### src/rtl/dmem_master.sv
// ============================================================================
// Module      : dmem_master
// Description : RV32 load/store requester for a single-port 32-bit data
//               memory. Generates the word address, byte enables and lane
//               data, and returns extended load data one cycle after accept.
//               Optional macro DMEM_MISALIGN_SPLIT_EN turns misaligned H/W
//               accesses into two back-to-back word accesses.
// Revision    : 1.0 - initial release
// ============================================================================
`default_nettype none

module dmem_master #(
    parameter int unsigned DMEM_WORDS = 4096
) (
    input  logic        clk,
    input  logic        rst,
    input  logic        req_valid,
    output logic        req_ready,
    input  logic        req_we,
    input  logic [2:0]  req_funct3,
    input  logic [31:0] req_addr,
    input  logic [31:0] req_wdata,
    output logic        resp_valid,
    input  logic        resp_ready,
    output logic [31:0] resp_rdata,
    output logic        resp_err,
    output logic        dmem_en,
    output logic [31:0] dmem_addr,
    output logic [31:0] dmem_d,
    output logic [3:0]  dmem_we,
    input  logic [31:0] dmem_q
);

    localparam logic [1:0] S_IDLE   = 2'd0;
    localparam logic [1:0] S_RESP   = 2'd1;
    // The first word of a split access is issued in the accept cycle
    // (phase 1); S_SPLIT2 issues the second word.
    localparam logic [1:0] S_SPLIT2 = 2'd2;

    localparam logic [2:0] c_F3_B  = 3'b000;
    localparam logic [2:0] c_F3_H  = 3'b001;
    localparam logic [2:0] c_F3_W  = 3'b010;
    localparam logic [2:0] c_F3_BU = 3'b100;
    localparam logic [2:0] c_F3_HU = 3'b101;

    logic [1:0]  r_state;
    logic [2:0]  r_funct3;
    logic [1:0]  r_off;
    logic        r_store;
    logic        r_err;

    logic [1:0]  w_off;
    logic [31:0] w_widx;
    logic        w_f3_ok;
    logic        w_st_ok;
    logic        w_range_ok;
    logic        w_misalign;
    logic        w_err;
    logic        w_split;
    logic        w_accept;
    logic [3:0]  w_mask;
    logic [31:0] w_repl;
    logic [31:0] w_lo_word;
    logic [31:0] w_shw;

    assign w_off      = req_addr[1:0];
    assign w_widx     = {2'b00, req_addr[31:2]};
    assign w_f3_ok    = (req_funct3 == c_F3_B)  || (req_funct3 == c_F3_H) ||
                        (req_funct3 == c_F3_W)  || (req_funct3 == c_F3_BU) ||
                        (req_funct3 == c_F3_HU);
    // Unsigned variants have no meaning for stores.
    assign w_st_ok    = !(req_we && req_funct3[2]);
    assign w_range_ok = (w_widx < DMEM_WORDS);
    // Halfword crossing a word boundary, or an unaligned word.
    assign w_misalign = ((req_funct3[1:0] == 2'b01) && (w_off == 2'b11)) ||
                        ((req_funct3[1:0] == 2'b10) && (w_off != 2'b00));

    // Size mask before lane shift and right-aligned data replicated per width.
    always_comb begin
        w_mask = 4'b0001;
        w_repl = {4{req_wdata[7:0]}};
        if (req_funct3[1:0] == 2'b01) begin
            w_mask = 4'b0011;
            w_repl = {2{req_wdata[15:0]}};
        end else if (req_funct3[1:0] == 2'b10) begin
            w_mask = 4'b1111;
            w_repl = req_wdata;
        end
    end

`ifdef DMEM_MISALIGN_SPLIT_EN
    logic        r_split;
    logic [31:0] r_lo;
    logic [31:0] r_addr_hi;
    logic [31:0] r_d_hi;
    logic [3:0]  r_we_hi;
    logic [31:0] w_widx_hi;
    logic [7:0]  w_mask8;
    logic [63:0] w_lane64;

    assign w_widx_hi = w_widx + 32'd1;
    assign w_err     = !w_f3_ok || !w_st_ok || !w_range_ok ||
                       (w_misalign && (w_widx_hi >= DMEM_WORDS));
    assign w_split   = w_misalign && !w_err;
    assign w_mask8   = {4'b0000, w_mask} << w_off;

    // Store data placed across two adjacent words by byte offset.
    always_comb begin
        w_lane64 = {32'd0, req_wdata};
        case (w_off)
            2'b01:   w_lane64 = {24'd0, req_wdata, 8'd0};
            2'b10:   w_lane64 = {16'd0, req_wdata, 16'd0};
            2'b11:   w_lane64 = {8'd0, req_wdata, 24'd0};
            default: w_lane64 = {32'd0, req_wdata};
        endcase
    end

    assign w_lo_word = r_split ? r_lo : dmem_q;
`else
    assign w_err     = !w_f3_ok || !w_st_ok || !w_range_ok || w_misalign;
    assign w_split   = 1'b0;
    assign w_lo_word = dmem_q;
`endif

    assign req_ready = !rst && ((r_state == S_IDLE) ||
                                ((r_state == S_RESP) && resp_ready));
    assign w_accept  = req_valid && req_ready;

    // Memory port strobes: issued combinationally in the accept cycle.
    always_comb begin
        dmem_en   = 1'b0;
        dmem_addr = w_widx;
        dmem_d    = w_repl;
        dmem_we   = 4'b0000;
        if (w_accept && !w_err) begin
            dmem_en = 1'b1;
`ifdef DMEM_MISALIGN_SPLIT_EN
            if (w_split) begin
                dmem_d = w_lane64[31:0];
            end
            if (req_we) begin
                dmem_we = w_mask8[3:0];
            end
`else
            if (req_we) begin
                dmem_we = w_mask << w_off;
            end
`endif
        end
`ifdef DMEM_MISALIGN_SPLIT_EN
        if ((r_state == S_SPLIT2) && !rst) begin
            dmem_en   = 1'b1;
            dmem_addr = r_addr_hi;
            dmem_d    = r_d_hi;
            dmem_we   = r_we_hi;
        end
`endif
    end

    // State and captured request attributes.
    always_ff @(posedge clk) begin
        if (rst) begin
            r_state  <= S_IDLE;
            r_funct3 <= 3'b000;
            r_off    <= 2'b00;
            r_store  <= 1'b0;
            r_err    <= 1'b0;
`ifdef DMEM_MISALIGN_SPLIT_EN
            r_split   <= 1'b0;
            r_lo      <= 32'd0;
            r_addr_hi <= 32'd0;
            r_d_hi    <= 32'd0;
            r_we_hi   <= 4'b0000;
`endif
        end else begin
            if (w_accept) begin
                r_funct3 <= req_funct3;
                r_off    <= w_off;
                r_store  <= req_we;
                r_err    <= w_err;
                r_state  <= w_split ? S_SPLIT2 : S_RESP;
`ifdef DMEM_MISALIGN_SPLIT_EN
                r_split   <= w_split;
                r_addr_hi <= w_widx_hi;
                r_d_hi    <= w_lane64[63:32];
                r_we_hi   <= req_we ? w_mask8[7:4] : 4'b0000;
`endif
            end else if ((r_state == S_RESP) && resp_ready) begin
                r_state <= S_IDLE;
            end
`ifdef DMEM_MISALIGN_SPLIT_EN
            else if (r_state == S_SPLIT2) begin
                r_lo    <= dmem_q;
                r_state <= S_RESP;
            end
`endif
        end
    end

    // Realign the returned word(s) so the addressed byte sits in lane 0.
    always_comb begin
        w_shw = w_lo_word;
        case (r_off)
            2'b01:   w_shw = {dmem_q[7:0],  w_lo_word[31:8]};
            2'b10:   w_shw = {dmem_q[15:0], w_lo_word[31:16]};
            2'b11:   w_shw = {dmem_q[23:0], w_lo_word[31:24]};
            default: w_shw = w_lo_word;
        endcase
    end

    assign resp_valid = (r_state == S_RESP);
    assign resp_err   = (r_state == S_RESP) && r_err;

    // Load data extension; stores, faults and idle cycles return zero.
    always_comb begin
        resp_rdata = 32'd0;
        if ((r_state == S_RESP) && !r_err && !r_store) begin
            case (r_funct3)
                c_F3_B:  resp_rdata = {{24{w_shw[7]}}, w_shw[7:0]};
                c_F3_H:  resp_rdata = {{16{w_shw[15]}}, w_shw[15:0]};
                c_F3_BU: resp_rdata = {24'd0, w_shw[7:0]};
                c_F3_HU: resp_rdata = {16'd0, w_shw[15:0]};
                default: resp_rdata = w_shw;
            endcase
        end
    end

endmodule

`default_nettype wire
### config.mk
export PLATFORM = sky130hd
export DESIGN_NAME = dmem_master
export DESIGN_NICKNAME = d
export VERILOG_FILES = /design/src/rtl/dmem_master.sv
export SDC_FILE = /design/constraint.sdc
export NUM_CORES = 1
export LEC_CHECK = 0
export ABC_CLOCK_PERIOD_IN_PS = 4400
export BUFFER_PORTS_ARGS = -buffer_cell sky130_fd_sc_hd__clkbuf_2
export CORE_AREA = 2 2 81 83
export CTS_CLUSTER_SIZE = 30
export DETAILED_ROUTE_END_ITERATION = 12
export DIE_AREA = 0 0 83 85
export GPL_TIMING_DRIVEN = 0
export HOLD_SLACK_MARGIN = 0.08
export PLACE_DENSITY_LB_ADDON = 0.15
export SETUP_SLACK_MARGIN = 0.2
export SLEW_MARGIN = 20
export SYNTH_ARGS = -nofsm -noshare
export SYNTH_HDL_FRONTEND = slang
export SYNTH_SLANG_ARGS = --single-unit
### constraint.sdc
create_clock -name clk -period 4.4 [get_ports clk]
set_clock_uncertainty 0.05 [all_clocks]
set_input_delay 1.32 -clock clk [delete_from_list [all_inputs] [get_ports clk]]
set_output_delay 1.32 -clock clk [all_outputs]
set_load 0.05 [all_outputs]
# Yosys cells after proc, flatten, opt, wreduce, memory -nomap -nowiden
# Index checks and enable logic that the tools add are counted.
# word_totals
out_inout_bits	104
latch_bits	0
rom_bits	0
ram_bits	0
wordCells	62
input_bits	104
memories	0
regBits	8
# classes
multipliers	0
bitwise_logic	0
n_addsub	0
mux	12
reduce_logical	30
eq_ne	13
n_div	0
shift	1
n_lt_le_gt_ge	1
# ops
op	count
$pmux 32 s4	1
$mux 32	3
$pmux 32 s3	1
$lt 30x13->1 const B	1
$mux 4	4
$eq 3x3->1 const B	4
$logic_and 1x1->1	10
$logic_or 1x1->1	9
$eq 2x2->1 const B	4
$eq 3x1->1 const B	2
$logic_not 1->1	6
$logic_not 3->1	2
$eq 2x1->1 const B	2
$reduce_bool 2->1	2
$shl 4x2->4	1
$eq 3x2->1 const B	1
$mux 1	3
$logic_not 2->1	1

# Depth between registers and ports, before layout
# logic_depth
word_depth	12
mapped_depth	7

# Worst setup path before layout
# No wires, ideal clock.
# synth_path
kind	input port to output port
startpoint	in req_funct3[0]
endpoint	out dmem_we[1]
path_buffers	0
path_slack_ns	-0.761
path_stages	6
required_ns	3.030
t_arrival_ns	3.791
path_cell_list	inv_1 ha_1 a21o_1 a2111o_1 or4_4 nor3_1
# synth_via
elab_chain_len	12
elab_cells_between_ends	25
cone_classes	eq/ne: 6; shift: 1; mux: 4; reduce/logical: 14
# synth_rtl
item	line_no	source
from (decl)	20	input logic [2:0] req_funct3,
$eq 3x1->1 / $logic_not 3->1 (equally long branches)	68	assign w_f3_ok = (req_funct3 == c_F3_B) || (req_funct3 == c_F3_H) ||
$logic_or 1x1->1 (2 in a row)	68	
$logic_or 1x1->1 (2 in a row)	69	(req_funct3 == c_F3_W) || (req_funct3 == c_F3_BU) ||
$logic_not 1->1	120	assign w_err = !w_f3_ok || !w_st_ok || !w_range_ok || w_misalign;
$logic_or 1x1->1 (3 in a row)	120	
$logic_not 1->1	135	if (w_accept && !w_err) begin
$logic_and 1x1->1	135	
$mux 4 (*)	135	
to (decl)	30	output logic [3:0] dmem_we,
# Mark *: on every way between the ends. The rest lies on a longest branch, timed or not.

# Final worst setup path
# layout_path
startpoint	in req_funct3[0]
endpoint	out dmem_we[3]
# The elaborated chain is that of the path after synthesis.

==> impl_metrics.env <==
export IMPL_status="complete, but fails checks"
export IMPL_violations="negative setup slack"
export IMPL_yosysUniqueCellTypes=36
export IMPL_holdPathEnd="r_err"
export IMPL_synth_fa_ha_area_share_pct=1.776
export IMPL_r2r_start="r_state[0]"
export IMPL_layout_setup_ws_ps=-165.9
export IMPL_multi_input_area_um2=1628
export IMPL_hold_start="r_err"
export IMPL_final_nets=608
export IMPL_synth_cells=293
export IMPL_num_rows=29
export IMPL_avgSynthCellArea_um2=7.213
export IMPL_synthMuxAreaShare_pct=33.33
export IMPL_hold_viol=0
export IMPL_hpwl_um=6605
export IMPL_critical_path_class="in -> out"
export IMPL_async_reset_ff_share_pct=0
export IMPL_cap_violations=0
export IMPL_clk_latency_ps=230
export IMPL_die_w_um=83
export IMPL_cts_tree="built"
export IMPL_tns_ps=-728.2
export IMPL_post_synth_top_count_cell="buf_4"
export IMPL_synth_seq_cells=8
export IMPL_cts_sinks=8
export IMPL_fillers=647
export IMPL_reg2reg_to="r_err"
export IMPL_grt_usage_pct=21.62
export IMPL_ys_seq_area_share_pct=7.578
export IMPL_diodes=0
export IMPL_yosysTopAreaCell="mux2_2"
export IMPL_synth_main_ff_cell="dfxtp_1"
export IMPL_placed_area_um2=3257
export IMPL_required_ps=3030
export IMPL_synth_top_family_by_area="multiplexers"
export IMPL_cp_end_kind="output pin"
export IMPL_first_iter_violations=89
export IMPL_cts_buffer_depth=2
export IMPL_ys_warn_count=0
export IMPL_critPathLaunchType="input pin"
export IMPL_dieArea_um2=7055
export IMPL_vdd_ir_drop_max_mv=0.1210
export IMPL_avgViaCountPerCell=4.898
export IMPL_yosys_area_share_simple_pct=17.41
export IMPL_pre_cts_ws_ps=-344.7
export IMPL_fin_crit_ps=4566
export IMPL_route_vias_total=2821
export IMPL_slew_headroom_pct=59.68
export IMPL_grt_max_degree=12
export IMPL_reg2reg_slack_ps=2220
export IMPL_critical_path_max_fanout=4
export IMPL_drcViolationCount=0
export IMPL_hold_path_class="reg -> reg"
export IMPL_holdPathStages=2
export IMPL_ant_nets=0
export IMPL_fmax_mhz=219.0
export IMPL_clkTransAtPathRegs_ps=40
export IMPL_leakage_uw=0.001804
export IMPL_slew_viol_final=0
export IMPL_syn_to_final_growth_pct=66.84
export IMPL_overflow=0
export IMPL_io_pins=208
export IMPL_rsz0062_at_grt="yes"
export IMPL_synth_xor_area_share_pct=0
export IMPL_clockRootBuffer="clkbuf_8"
export IMPL_synth_edf_count=0
export IMPL_setup_viol=5
export IMPL_synthTopCellsByCount="buf_4 (40), mux2_2 (33), o21ai_0 (32)"
export IMPL_tightestPinTransition_ps=597.2
export IMPL_powerDensity_nw_per_um2=197.1
export IMPL_hold_buffers=0
export IMPL_cts_buffers=3
export IMPL_worst_ep_arrival_time_ps=3200
export IMPL_cts_htree_levels=1
export IMPL_regArea_um2=160.2
export IMPL_post_route_period_util_pct=103.8
export IMPL_layout_drive_gt1_share_pct=61.12
export IMPL_yosysTopAreaCellShare_pct=17.58
export IMPL_die_y_um=85
export IMPL_routedWlPerCell_um=13.80
export IMPL_synth_area_leaders="mux2_2 (18%), mux2i_1 (15%), buf_4 (14%)"
export IMPL_grt_pass1_vias=2735
export IMPL_core_area_um2=6205
export IMPL_drt_first_pass_iters=4
export IMPL_port_buffers=193
export IMPL_finalWirelength_um=7950
export IMPL_synth_compound_area_share_pct=19.78
export IMPL_antenna_found_initial=0
export IMPL_postLayoutCellArea_um2=3526
export IMPL_gp_congestion=0.8081
export IMPL_start_util_pct=34.06
export IMPL_grt_pass1_wl_um=12910
export IMPL_rr_worst_depth=9
export IMPL_syn_area_um2=2113
per-layer routing:
| layer | GRT usage (%) | part of all wire [%] | vias up |
|---|---|---|---|
| li1 | - | - | 1422 |
| met1 | 24.03 | 38 | 1265 |
| met2 | 43.91 | 54 | 132 |
| met3 | 3.307 | 8.1 | 2 |
| met4 | 2.832 | 0.29 | 0 |
| met5 | 0 | 0 | - |
layout make-up:
class,count,area share [%]
Buffer,60,11.32
Clock buffer,3,1.171
Inverter,9,1.526
Multi-Input combinational cell,218,46.17
Sequential cell,8,4.542
Tap cell,77,2.732
Timing Repair Buffer,201,32.54
flip-flops by register name, summed over array words and instances (netlist names):
name      flops
r_err         1
r_state       1
r_funct3      3
r_store       1
r_off         2
kinds of logic after synthesis:
kind of cell / Yosys count
buf+inv: 69
flops: 8
simple gates: 77
compound gates: 70
mux: 65
fa+ha+maj: 3
other cells: 1
critical path, stage by stage:
cell,delay (ps)
clkbuf_16,120
inv_12,30
ha_4,150
a21o_1,150
a2111o_1,350
or4_4,600
a2111oi_4,220
clkbuf_8,250
cells in the final DEF, fill, tap and decap left out, types with 11 or more instances in the layout:
| cell type | Yosys | layout |
|---|---|---|
| o21ai_0 | 32 | 14 |
| clkbuf_2 | 0 | 181 |
| mux2_2 | 33 | 33 |
| buf_4 | 40 | 46 |
| a21oi_1 | 17 | 17 |
| nor2_1 | 25 | 23 |
| buf_2 | 4 | 11 |
| o21ai_1 | 0 | 18 |
| nand2_1 | 24 | 24 |
| mux2i_1 | 31 | 31 |
power by group:
| group | switching [uW] | internal, uW |
|---|---|---|
| combinational | 356 | 169 |
| clock | 28.5 | 59.2 |
| sequential | 4.26 | 77.9 |
| total | 389 | 306 |
per-stage QoR:
step | hold slack (ps) | util (%) | std cells | total power [uW]
5_1_grt | 475.3 | 56.83 | 576 | 734.2
6_report | 437.5 | 56.83 | 576 | 694.9
4_1_cts | 441.0 | 56.02 | 573 | 697.8
2_1_floorplan | 418.9 | - | 294 | 463.7
3_3_place_gp | 434.3 | 52.49 | 564 | 594.6
3_5_place_dp | 441.1 | 52.49 | 564 | 598.6
timing repair:
item	4_1_cts	5_1_grt
cloned	1	0
gates resized for setup	29	19
buffers inserted	5	3
pin swaps	3	3
setup endpoints to repair	39	44
worst max-delay path by stage:
stage                       start  depth (start not counted)  slack [ps]         end
detailed placement   req_addr[28]                          6        -340  dmem_we[3]
global route        req_funct3[0]                          8        -220  dmem_we[3]
finish              req_funct3[0]                          8        -170  dmem_we[3]
CTS                 req_funct3[0]                          8        -130  dmem_we[3]
global placement     req_addr[28]                          6        -330  dmem_we[3]
floorplan           req_funct3[0]                          6        -120  dmem_we[3]
(Power assumes the default switching activity.)
